--- config.mk ---
export PLATFORM = sky130hd
export DESIGN_NAME = i2c_cfg_target_flat
export DESIGN_NICKNAME = d
export VERILOG_FILES = /design/src/rtl/i2c_cfg_target_if.sv /design/src/rtl/i2c_cfg_target.sv /design/src/flat_wrapper.sv
export SDC_FILE = /design/constraint.sdc
export NUM_CORES = 1
export LEC_CHECK = 0
export CAP_MARGIN = 15
export CORE_MARGIN = 4
export CORE_UTILIZATION = 45
export DETAILED_ROUTE_END_ITERATION = 12
export PLACE_DENSITY = 0.72
export SLEW_MARGIN = 20
export SYNTH_ARGS = -nofsm -noshare
export SYNTH_HDL_FRONTEND = slang
export SYNTH_SLANG_ARGS = --single-unit
--- constraint.sdc ---
create_clock -name clk -period 4.8 [get_ports clk]
set_input_delay 0.96 -clock clk [delete_from_list [all_inputs] [get_ports clk]]
set_output_delay 0.96 -clock clk [all_outputs]
set_load 0.005 [all_outputs]
--- src/rtl/i2c_cfg_target_if.sv ---
// rtl/i2c_cfg_target_if.sv - I2C pin bundle between the bus controller side and the config target.
interface i2c_cfg_target_if;
    logic scl_in;
    logic sda_in;
    logic sda_oe;

    modport slave  (input scl_in, input sda_in, output sda_oe);
    modport master (output scl_in, output sda_in, input sda_oe);
endinterface

--- src/rtl/i2c_cfg_target.sv ---
// rtl/i2c_cfg_target.sv - I2C target owning the PWM configuration register file.
// Optional read path is enabled by defining I2C_CFG_READBACK_EN.
module i2c_cfg_target #(
    parameter logic [6:0] ADDR     = 7'h42,
    parameter int         NUM_REGS = 8
) (
    input  logic                  clk,
    input  logic                  rst,
    i2c_cfg_target_if.slave       i2c,
    output logic [NUM_REGS*8-1:0] regs,
    output logic                  wr_strobe,
    output logic                  busy
);
    localparam int PW = $clog2(NUM_REGS);

    typedef enum logic [3:0] {
        S_IDLE, S_ADDR, S_ADDR_ACK, S_PTR, S_PTR_ACK,
        S_WDATA, S_WDATA_ACK, S_WAIT
`ifdef I2C_CFG_READBACK_EN
        , S_RDATA, S_RDATA_ACK
`endif
    } state_t;

    logic scl_s1_q, scl_s2_q, scl_p_q;
    logic sda_s1_q, sda_s2_q, sda_p_q;

    state_t                state_q;
    logic [2:0]            bit_cnt_q;
    logic [7:0]            shift_q;
    logic                  byte_done_q;
    logic [PW-1:0]         ptr_q;
    logic [NUM_REGS*8-1:0] regs_q;
    logic                  sda_oe_q;
    logic                  busy_q;
    logic                  wr_strobe_q;

    logic          scl_rise, scl_fall, start_det, stop_det, addr_ok;
    logic [7:0]    byte_d;
    logic [PW-1:0] ptr_d;

    // Sync flops reset to the idle-bus level so reset release cannot fake a START.
    always_ff @(posedge clk or posedge rst) begin
        if (rst) begin
            scl_s1_q <= 1'b1; scl_s2_q <= 1'b1; scl_p_q <= 1'b1;
            sda_s1_q <= 1'b1; sda_s2_q <= 1'b1; sda_p_q <= 1'b1;
        end else begin
            scl_s1_q <= i2c.scl_in; scl_s2_q <= scl_s1_q; scl_p_q <= scl_s2_q;
            sda_s1_q <= i2c.sda_in; sda_s2_q <= sda_s1_q; sda_p_q <= sda_s2_q;
        end
    end

    // START/STOP qualify on the previous SCL sample so they win over a coincident SCL edge.
    assign scl_rise  =  scl_s2_q & ~scl_p_q;
    assign scl_fall  = ~scl_s2_q &  scl_p_q;
    assign start_det =  scl_p_q &  sda_p_q & ~sda_s2_q;
    assign stop_det  =  scl_p_q & ~sda_p_q &  sda_s2_q;
    assign byte_d    = {shift_q[6:0], sda_s2_q};
    assign ptr_d     = ptr_q + PW'(1);

`ifdef I2C_CFG_READBACK_EN
    logic       rw_q;
    logic [7:0] cur_reg, next_reg;
    assign cur_reg  = regs_q[{ptr_q, 3'b000} +: 8];
    assign next_reg = regs_q[{ptr_d, 3'b000} +: 8];
    assign addr_ok  = (shift_q[7:1] == ADDR);
`else
    assign addr_ok  = (shift_q[7:1] == ADDR) && !shift_q[0];
`endif

    always_ff @(posedge clk or posedge rst) begin
        if (rst) begin
            state_q     <= S_IDLE;
            bit_cnt_q   <= 3'd0;
            shift_q     <= 8'h00;
            byte_done_q <= 1'b0;
            ptr_q       <= '0;
            regs_q      <= '0;
            sda_oe_q    <= 1'b0;
            busy_q      <= 1'b0;
            wr_strobe_q <= 1'b0;
`ifdef I2C_CFG_READBACK_EN
            rw_q        <= 1'b0;
`endif
        end else begin
            wr_strobe_q <= 1'b0;
            if (start_det) begin
                state_q     <= S_ADDR;
                bit_cnt_q   <= 3'd0;
                byte_done_q <= 1'b0;
                sda_oe_q    <= 1'b0;
            end else if (stop_det) begin
                state_q     <= S_IDLE;
                bit_cnt_q   <= 3'd0;
                byte_done_q <= 1'b0;
                sda_oe_q    <= 1'b0;
                busy_q      <= 1'b0;
            end else if (scl_rise) begin
                case (state_q)
                    S_ADDR, S_PTR, S_WDATA: begin
                        shift_q   <= byte_d;
                        bit_cnt_q <= bit_cnt_q + 3'd1;
                        if (bit_cnt_q == 3'd7) byte_done_q <= 1'b1;
                    end
`ifdef I2C_CFG_READBACK_EN
                    S_RDATA: begin
                        bit_cnt_q <= bit_cnt_q + 3'd1;
                        if (bit_cnt_q == 3'd7) byte_done_q <= 1'b1;
                    end
                    S_RDATA_ACK: begin
                        if (sda_s2_q) begin
                            state_q <= S_WAIT;
                            busy_q  <= 1'b0;
                        end
                    end
`endif
                    default: ;
                endcase
            end else if (scl_fall) begin
                case (state_q)
                    S_ADDR: begin
                        if (byte_done_q) begin
                            byte_done_q <= 1'b0;
                            if (addr_ok) begin
                                state_q  <= S_ADDR_ACK;
                                sda_oe_q <= 1'b1;
                                busy_q   <= 1'b1;
`ifdef I2C_CFG_READBACK_EN
                                rw_q     <= shift_q[0];
`endif
                            end else begin
                                state_q <= S_WAIT;
                                busy_q  <= 1'b0;
                            end
                        end
                    end
                    S_ADDR_ACK: begin
                        bit_cnt_q <= 3'd0;
`ifdef I2C_CFG_READBACK_EN
                        if (rw_q) begin
                            state_q  <= S_RDATA;
                            shift_q  <= cur_reg;
                            sda_oe_q <= ~cur_reg[7];
                        end else begin
                            state_q  <= S_PTR;
                            sda_oe_q <= 1'b0;
                        end
`else
                        state_q  <= S_PTR;
                        sda_oe_q <= 1'b0;
`endif
                    end
                    S_PTR: begin
                        if (byte_done_q) begin
                            byte_done_q <= 1'b0;
                            ptr_q       <= shift_q[PW-1:0];
                            state_q     <= S_PTR_ACK;
                            sda_oe_q    <= 1'b1;
                        end
                    end
                    S_PTR_ACK, S_WDATA_ACK: begin
                        state_q  <= S_WDATA;
                        sda_oe_q <= 1'b0;
                    end
                    S_WDATA: begin
                        if (byte_done_q) begin
                            byte_done_q                    <= 1'b0;
                            regs_q[{ptr_q, 3'b000} +: 8]   <= shift_q;
                            wr_strobe_q                    <= 1'b1;
                            ptr_q                          <= ptr_d;
                            state_q                        <= S_WDATA_ACK;
                            sda_oe_q                       <= 1'b1;
                        end
                    end
`ifdef I2C_CFG_READBACK_EN
                    S_RDATA: begin
                        if (byte_done_q) begin
                            byte_done_q <= 1'b0;
                            sda_oe_q    <= 1'b0;
                            state_q     <= S_RDATA_ACK;
                        end else begin
                            shift_q  <= {shift_q[6:0], 1'b0};
                            sda_oe_q <= ~shift_q[6];
                        end
                    end
                    // Reaching this fall still in RDATA_ACK means the controller ACKed.
                    S_RDATA_ACK: begin
                        ptr_q     <= ptr_d;
                        shift_q   <= next_reg;
                        sda_oe_q  <= ~next_reg[7];
                        bit_cnt_q <= 3'd0;
                        state_q   <= S_RDATA;
                    end
`endif
                    default: ;
                endcase
            end
        end
    end

    assign i2c.sda_oe = sda_oe_q;
    assign regs       = regs_q;
    assign wr_strobe  = wr_strobe_q;
    assign busy       = busy_q;
endmodule

--- src/flat_wrapper.sv ---
// flat-port wrapper written by rule: the top's interface ports become plain ports
module i2c_cfg_target_flat 
#(
    parameter logic [6:0] ADDR     = 7'h42,
    parameter int         NUM_REGS = 8
)
  (clk, rst, regs, wr_strobe, busy, i2c_scl_in, i2c_sda_in, i2c_sda_oe);
  i2c_cfg_target_if i2c_i ();
  input  logic clk;
  input  logic rst;
  output logic [NUM_REGS*8-1:0] regs;
  output logic wr_strobe;
  output logic busy;
  input wire logic [$bits(i2c_i.scl_in)-1:0] i2c_scl_in;
  input wire logic [$bits(i2c_i.sda_in)-1:0] i2c_sda_in;
  output wire logic [$bits(i2c_i.sda_oe)-1:0] i2c_sda_oe;
  assign i2c_i.scl_in = i2c_scl_in;
  assign i2c_i.sda_in = i2c_sda_in;
  assign i2c_sda_oe = i2c_i.sda_oe;
  i2c_cfg_target #(.ADDR(ADDR), .NUM_REGS(NUM_REGS)) u_core (.clk(clk), .rst(rst), .i2c(i2c_i), .regs(regs), .wr_strobe(wr_strobe), .busy(busy));
endmodule
; Yosys cells after proc, flatten, opt, wreduce, memory -nomap -nowiden
; Index checks and enable logic that the tools add are counted.
[word_totals]
mem_bits_ro = 0
latchBits = 0
memories = 0
mem_bits_rw = 0
register_bits = 92
[op_classes]
div = 0
magnitude_cmp = 0
mux = 46
add_sub_neg = 3
shift = 2
n_reduce_logical = 23
bitwise = 13
n_eq_ne = 20
multipliers = 0
[ops]
columns = op, n
row1 = bitwise mux 64 bit, 1
row2 = "variable shift 8 x 8 -> 64 bit, first input constant", 1
row3 = variable part select 8 x 8 -> 64 bit, 1
row4 = two-way mux 4 bit, 7
row5 = two-way mux 3 bit, 9
row6 = two-way mux 1 bit, 26
row7 = "inequality test 4 x 1 -> 1 bit, second input constant", 5
row8 = case mux 4 bit (5 select lines), 1
row9 = AND reduction 6 bit, 3
row10 = "== test 4 x 3 -> 1 bit, second input constant", 3
row11 = "inequality test 4 bit, second input constant", 3
row12 = "== test 4 x 2 -> 1 bit, second input constant", 2
row13 = negator 6 -> 8 bit, 1
row14 = AND reduction 4 bit, 2
row15 = nonzero test 2 bit, 4
row16 = nonzero test 4 bit, 2
row17 = "== test 7 bit, second input constant", 1
row18 = inverter 1 bit, 7
row19 = AND reduction 7 bit, 1
row20 = nonzero test 7 bit, 1
row21 = "adder 3 x 1 -> 3 bit, second input constant", 2
row22 = AND 1 bit, 6
row23 = case mux 3 bit (2 select lines), 1
row24 = OR reduction 3 bit, 2
row25 = other kinds (13), 15

; Depth between registers and ports, before layout
; Gate-level depths: netlist of run 1.
[logic_depth]
depth_word = 9
depth_mapped = 8

; Least setup slack after synthesis of run 1
; No wires, ideal clock.
[synth_path]
path_kind = flip-flop to flip-flop
startpoint = register u_core.scl_p_q
endpoint = register u_core.regs_q[1], in the netlist u_core.regs[1]
required_time_ns = 4.675
path_buffers = 2
arrival_ns = 2.470
path_stages_with_launch = 9
setup_slack_ns = 2.205
setup_time_ns = 0.125
path_cell_list = dfstp_2 inv_1 ha_1 buf_6 nand4b_4 a211oi_4 and3_1 buf_4 mux2_2
[synth_via]
elab_chain_cells = 4
[synth_rtl]
columns = element, line
row1 = "start, declared", i2c_cfg_target.sv:24  ; logic scl_s1_q, scl_s2_q, scl_p_q;
row2 = "start signal, assigned", i2c_cfg_target.sv:47  ; scl_s1_q <= i2c.scl_in; scl_s2_q <= scl_s1_q; scl_p_q <= scl_s2_q;
row3 = AND 1 bit (tied with other cells), i2c_cfg_target.sv:55  ; assign start_det = scl_p_q & sda_p_q & ~sda_s2_q;
row4 = "AND 1 bit, on equally long branches", "i2c_cfg_target.sv:55, i2c_cfg_target.sv:53, i2c_cfg_target.sv:56"
row5 = inverter 1 bit (no line), n/a
row6 = AND reduction 6 bit (no line) *, n/a
row7 = "end signal, assigned by index", i2c_cfg_target.sv:167  ; regs_q[{ptr_q, 3'b000} +: 8] <= shift_q;
row8 = "end, declared", i2c_cfg_target.sv:32  ; logic [NUM_REGS*8-1:0] regs_q;
; Every way passes the cells marked *; elsewhere a longest branch is shown, timed or not.
; A chain may end at the register's enable or synchronous reset.

; Final worst setup path of run 1
[layout_path]
startpoint = register u_core.scl_p_q
endpoint = register u_core.regs_q[2], in the netlist u_core.regs[2]
; The elaborated chain is that of the path after synthesis.

==> results of run 1 <==
-- cell usage after synthesis, drive strengths merged, types with 4 or more instances --
master	count	area, sq um
a21oi	12	60.1
dfstp	6	158
and2	23	144
nor4b	5	50.0
nor4	5	91.3
clkbuf	5	18.8
nor2	8	30.0
nor3	5	25.0
o21ai	7	35.0
dfrtp	85	2130
inv	13	48.8
nand2	14	52.6
mux2i	5	50.1
nor2b	4	25.0
mux2	68	766
buf	5	36.3
ha	10	125
nand3	6	30.0
and3	4	25.0
-- area by class of cell --
class / instances / area [sq um] / share of cell area (%)
multi-input combinational: 208 / 1830 / 35.2
clock buffer: 9 / 124 / 2.38
clock inverter: 7 / 60.1 / 1.15
inverter: 13 / 50.0 / 0.962
tap: 111 / 139 / 2.67
timing repair buffer: 72 / 716 / 13.8
sequential: 91 / 2280 / 43.9
-- metrics by stage --
step / instance area [sq um] / hold WS, ns / power, mW
3_3_place_gp: 5020 / 0.347 / 0.997
5_1_grt: 5200 / 0.372 / 1.54
3_5_place_dp: 5020 / 0.351 / 1.00
2_1_floorplan: 4220 / 0.345 / 0.932
4_1_cts: 5200 / 0.365 / 1.48
6_report: 5200 / 0.366 / 1.47
-- flip-flops by register name, summed over array words and instances (netlist names), 3 cells and up --
signal / count
u_core.shift_q: 8
u_core.regs: 64
u_core.bit_cnt_q: 3
u_core.ptr_q: 3
u_core.state_q: 3
-- worst max-delay path: stages, from the launching register on --
cell      delay, ns
dfstp_2        0.59
inv_1          0.09
ha_1           0.31
nand4b_4       0.36
a211oi_4       0.62
and3_1         0.48
mux2_2         0.38
-- kinds of logic (layout without fill, tap and decap cells) --
family,after synthesis,after routing,share of synthesized area [%]
compound gates,33,33,5.13
fa+ha+maj,10,10,2.97
buf+inv,23,101,2.46
xor+xnor,2,2,0.415
flops,91,91,54.2
mux,73,73,19.3
simple gates,90,90,15.5
-- metal layers --
metal  routed length (microns)  track usage (%)  vias up  share of wire [%]
met5                         0                0        -                  0
met4                       129             5.53        0                1.5
met3                       480             3.03        9                5.5
met2                      4240             27.4       74                 48
met1                      3960             23.2     1360                 45
li1                          -                -     1301                  -
-- power by group --
part	switching, mW	total (mW)	internal [mW]	leakage, nW
Combinational	0.0452	0.0883	0.0431	1.07
Sequential	0.0972	0.898	0.801	1.23
Clock	0.281	0.479	0.198	0.0965
-- path summary, 6_finish.rpt --
kind | start | endpoint | slack [ns] | cells past startpoint
min in group asynchronous | rst | u_core.regs[51] | 1.00 | 2
worst max register to register | u_core.scl_p_q | u_core.regs[2] | 1.85 | 6
max in group asynchronous | rst | u_core.regs[62] | 2.98 | 3
worst max-delay path | u_core.scl_p_q | u_core.regs[2] | 1.85 | 6
worst min-delay path | u_core.scl_s1_q | u_core.scl_s2_q | 0.37 | 0
worst min register to register | u_core.scl_s1_q | u_core.scl_s2_q | 0.37 | 0
==> results.toml, run 1 <==
[grt]
grt_max_degree = 42
grt_overflow = 0
grt_pass1_vias = 2865
grt_first_pass_wirelength_mm = 14.9
grt_usage_pct = 16.9
antenna_found_initial = 0

[timing]
hold_viol_final = 0
finalCriticalPeriod_ns = 2.95
max_freq_ghz = 0.339
slew_headroom_pct = 44.2
finalClockSkew_ns = 0.0105
worst_slew_pin_slew_ns = 0.835
final.setup.worst_slack_ns = 1.85
grt_setup_unrepaired = "false"
post-route-period-util_pct = 61.4
slew_viol_final = 0
setup_viol = 0
setup_tns_ns = 0

[job]
max_cap_violations = 0

[placement]
port_buffers = 70
post-place-ws_ns = 1.86
dp_cells = 495
dpl.hpwl_mm = 6.22
gp_congestion = 0.862

[yosys]
yosysWarnings = 0
ys_async_sr_fraction_pct = 100
syn_inst = 322
ys_seq_area_share_pct = 54.2
synth.distinct_cells = 48
synth_area_per_cell_sq_um = 13.1
ys_ff_latch = 91
synth_edf_count = 0
synth-main-ff-cell = "dfrtp_1"
netlist_area_sq_um = 4220
syn_nets = 336

[clock_network]
post-cts-setup-buffers = 0
insertion_delay_ns = 0.36
cts.sinks = 91
htree_levels = 3
numCtsBuffers = 9
holdBufCountCts = 0
cts-root-buf = "clkbuf_8"
tritoncts = "built"
clock_path_buffers = 2
ctsResizeCount = 0
path_clk_slew_ns = 0.09

[floorplan]
core_area_sq_um = 9200
initial_core_util_pct = 45.9
die_x_microns = 105
die_y_microns = 105
die_area_sq_um = 11000
pin_count = 71
num_rows = 35

[outcome]
outcome = "finished, final reports clean"

[cells_and_area]
area_delta_synth_final_pct = 23.3
layout_commonest_cell = "dfrtp_1"
fin_util_pct = 56.6
fill_cells = 777
final_cells = 511
final_cell_mix = "dfrtp_1 (85), clkdlybuf4s50_1 (70), mux2_2 (67)"
layout-drive-gt1-share_pct = 25.8
num_antenna_cells = 0
nets = 409

[routing]
ant_nets = 0
drc_errors = 0
avgViaCountPerCell = 5.37
wirelength_mm = 8.80
drt_iter0_drc = 100
drt-pass1-iter-count = 4
via_count = 2744
wire_per_inst_microns = 17.2

[power_and_ir_drop]
vdd_drop_max_v = 0.000181
power.density_nw_per_um2 = 282
p_leak_nw = 2.40

[worst_setup_path]
critPathArrivalTime_ns = 3.19
crit_required_ns = 5.04
cp-end-kind = "flip-flop"
crit_fanout = 10
cp-start-kind = "flip-flop"
critPathKind = "reg -> reg"

[worst_hold_path]
hp-class = "reg -> reg"
No activity file was read; power rests on OpenSTA's default activity.
==> run 2, diff against run 1 <==
Settings changed: PLACE_DENSITY 0.72 to 0.75.
Clock period 4.8 ns to 2.53 ns, I/O delays scaled along.
==> results.toml, run 2 (synthesis gave the netlist of run 1 again) <==
[outcome]
outcome = "finished, final reports clean"

[floorplan]
core_area_sq_um = 9200
die_x_microns = 105
pin_count = 71
die_y_microns = 105
initial_core_util_pct = 45.9
die_area_sq_um = 11000
num_rows = 35

[placement]
post-place-ws_ns = 0.228
dpl.hpwl_mm = 6.22
gp_congestion = 0.888
port_buffers = 70

[clock_network]
clock_path_buffers = 2
numCtsBuffers = 9
path_clk_slew_ns = 0.08
holdBufCountCts = 0
cts-root-buf = "clkbuf_8"
tritoncts = "built"
cts.sinks = 91
ctsResizeCount = 0
htree_levels = 3
post-cts-setup-buffers = 0
insertion_delay_ns = 0.36

[grt]
grt_overflow = 0
grt_first_pass_wirelength_mm = 14.9
grt_max_degree = 47
grt_usage_pct = 17.0
use_met1_pct = 21.9
grt_pass1_vias = 2895
antenna_found_initial = 0
met2_usage_pct = 27.5
use_met3_pct = 5.06
busiest_layer = "met2"

[cells_and_area]
multi_input_area_sq_um = 1830
largest_register_ff_count = 64
area_delta_synth_final_pct = 26.4
layout_commonest_cell = "dfrtp_1"
num_antenna_cells = 0
nets = 424
final_cell_mix = "dfrtp_1 (85), clkdlybuf4s50_1 (70), mux2_2 (67)"
final-seq-area_sq_um = 2280
fill_cells = 771
layout-drive-gt1-share_pct = 28.3

[timing]
slew_viol_final = 0
final.setup.worst_slack_ns = 0.224
slew_headroom_pct = 49.3
worst_slew_pin_slew_ns = 0.759
grt_setup_unrepaired = "false"
hold_viol_final = 0
finalClockSkew_ns = 0.0113
finalCriticalPeriod_ns = 2.31
post-route-period-util_pct = 91.1
max_freq_ghz = 0.434
hold_slack_ns = 0.359
setup_viol = 0
setup_tns_ns = 0

[routing]
avgViaCountPerCell = 5.37
drt-pass1-iter-count = 5
ant_nets = 0
wire_per_inst_microns = 16.7
drt_iter0_drc = 103
drc_errors = 0
wirelength_mm = 8.79
via_count = 2820

[worst_setup_path]
critPathKind = "reg -> reg"
crit_required_ns = 2.77
r2r_cells = 6
timing.rr.end = "u_core.regs[5]"
cp-start-kind = "flip-flop"
ff2ff_setup_slack_ns = 0.22
critPathArrivalTime_ns = 2.55
crit_fanout = 8
cp-end-kind = "flip-flop"
r2r-start = "u_core.ptr_q[1]"

[power_and_ir_drop]
clock_power_share_pct = 32.6
switching_share_pct = 27.7
vdd_drop_max_v = 0.000371
power.density_nw_per_um2 = 524
p_leak_nw = 2.47
power_switching_mw = 0.773
comb_power_share_pct = 6.4
intPower_mw = 2.02
totalPowerFinal_mw = 2.79
seqPwrFrac_pct = 61.0

[worst_hold_path]
min_path_cells = 0
hp-class = "reg -> reg"
hp-start = "u_core.scl_s1_q"
hold_end = "u_core.scl_s2_q"

[job]
max_cap_violations = 0
run 2: final cells by class:
| cell class | count | area share (%) |
|---|---|---|
| clock inverter | 4 | 0.634 |
| inverter | 13 | 0.985 |
| tap | 111 | 2.60 |
| clock buffer | 11 | 2.84 |
| multi-input combinational | 208 | 34.3 |
| sequential | 91 | 42.8 |
| timing repair buffer | 87 | 15.8 |
run 2: critical path, cell delays in order, from the launching register on:
cell and delay (ns):
dfrtp_1 0.44, inv_1 0.09, ha_1 0.19, ha_1 0.40
nor4b_1 0.29, and3_1 0.41, mux2_2 0.38
run 2: worst max path at each step:
stage | startpoint | to | slack (ns) | cells after the start
after floorplan | u_core.scl_p_q | u_core.regs[1] | 0.002 | 8
after global placement | u_core.ptr_q[1] | u_core.regs[2] | 0.27 | 6
after detailed placement | u_core.scl_p_q | u_core.regs[62] | 0.23 | 7
after CTS | u_core.ptr_q[1] | u_core.regs[5] | 0.20 | 6
after global routing | u_core.ptr_q[1] | u_core.regs[5] | 0.03 | 6
final | u_core.ptr_q[1] | u_core.regs[5] | 0.22 | 6
run 2: power by group through the flow:
stage | Sequential (mW) | Clock, mW | Combinational, mW
finish | 1.71 | 0.910 | 0.178
global route | 1.72 | 1.02 | 0.199
CTS | 1.70 | 0.944 | 0.180
detailed placement | 1.73 | 0 | 0.179
global placement | 1.73 | 0 | 0.174
floorplan | 1.62 | 0 | 0.146
run 2: layer usage:
| layer | up-vias | wire [microns] | part of all wire (%) |
|---|---|---|---|
| li1 | 1328 | - | - |
| met1 | 1410 | 4010 | 46 |
| met2 | 67 | 4210 | 48 |
| met3 | 15 | 383 | 4.4 |
| met4 | 0 | 185 | 2.1 |
| met5 | - | 0 | 0 |
run 2: stage by stage:
step / cells / utilization, % / instance area, sq um
5_1_grt: 525 / 58.0 / 5330
3_3_place_gp: 510 / 56.0 / 5150
6_report: 525 / 58.0 / 5330
2_1_floorplan: 322 / - / 4230
4_1_cts: 525 / 58.0 / 5330
3_5_place_dp: 510 / 56.0 / 5150
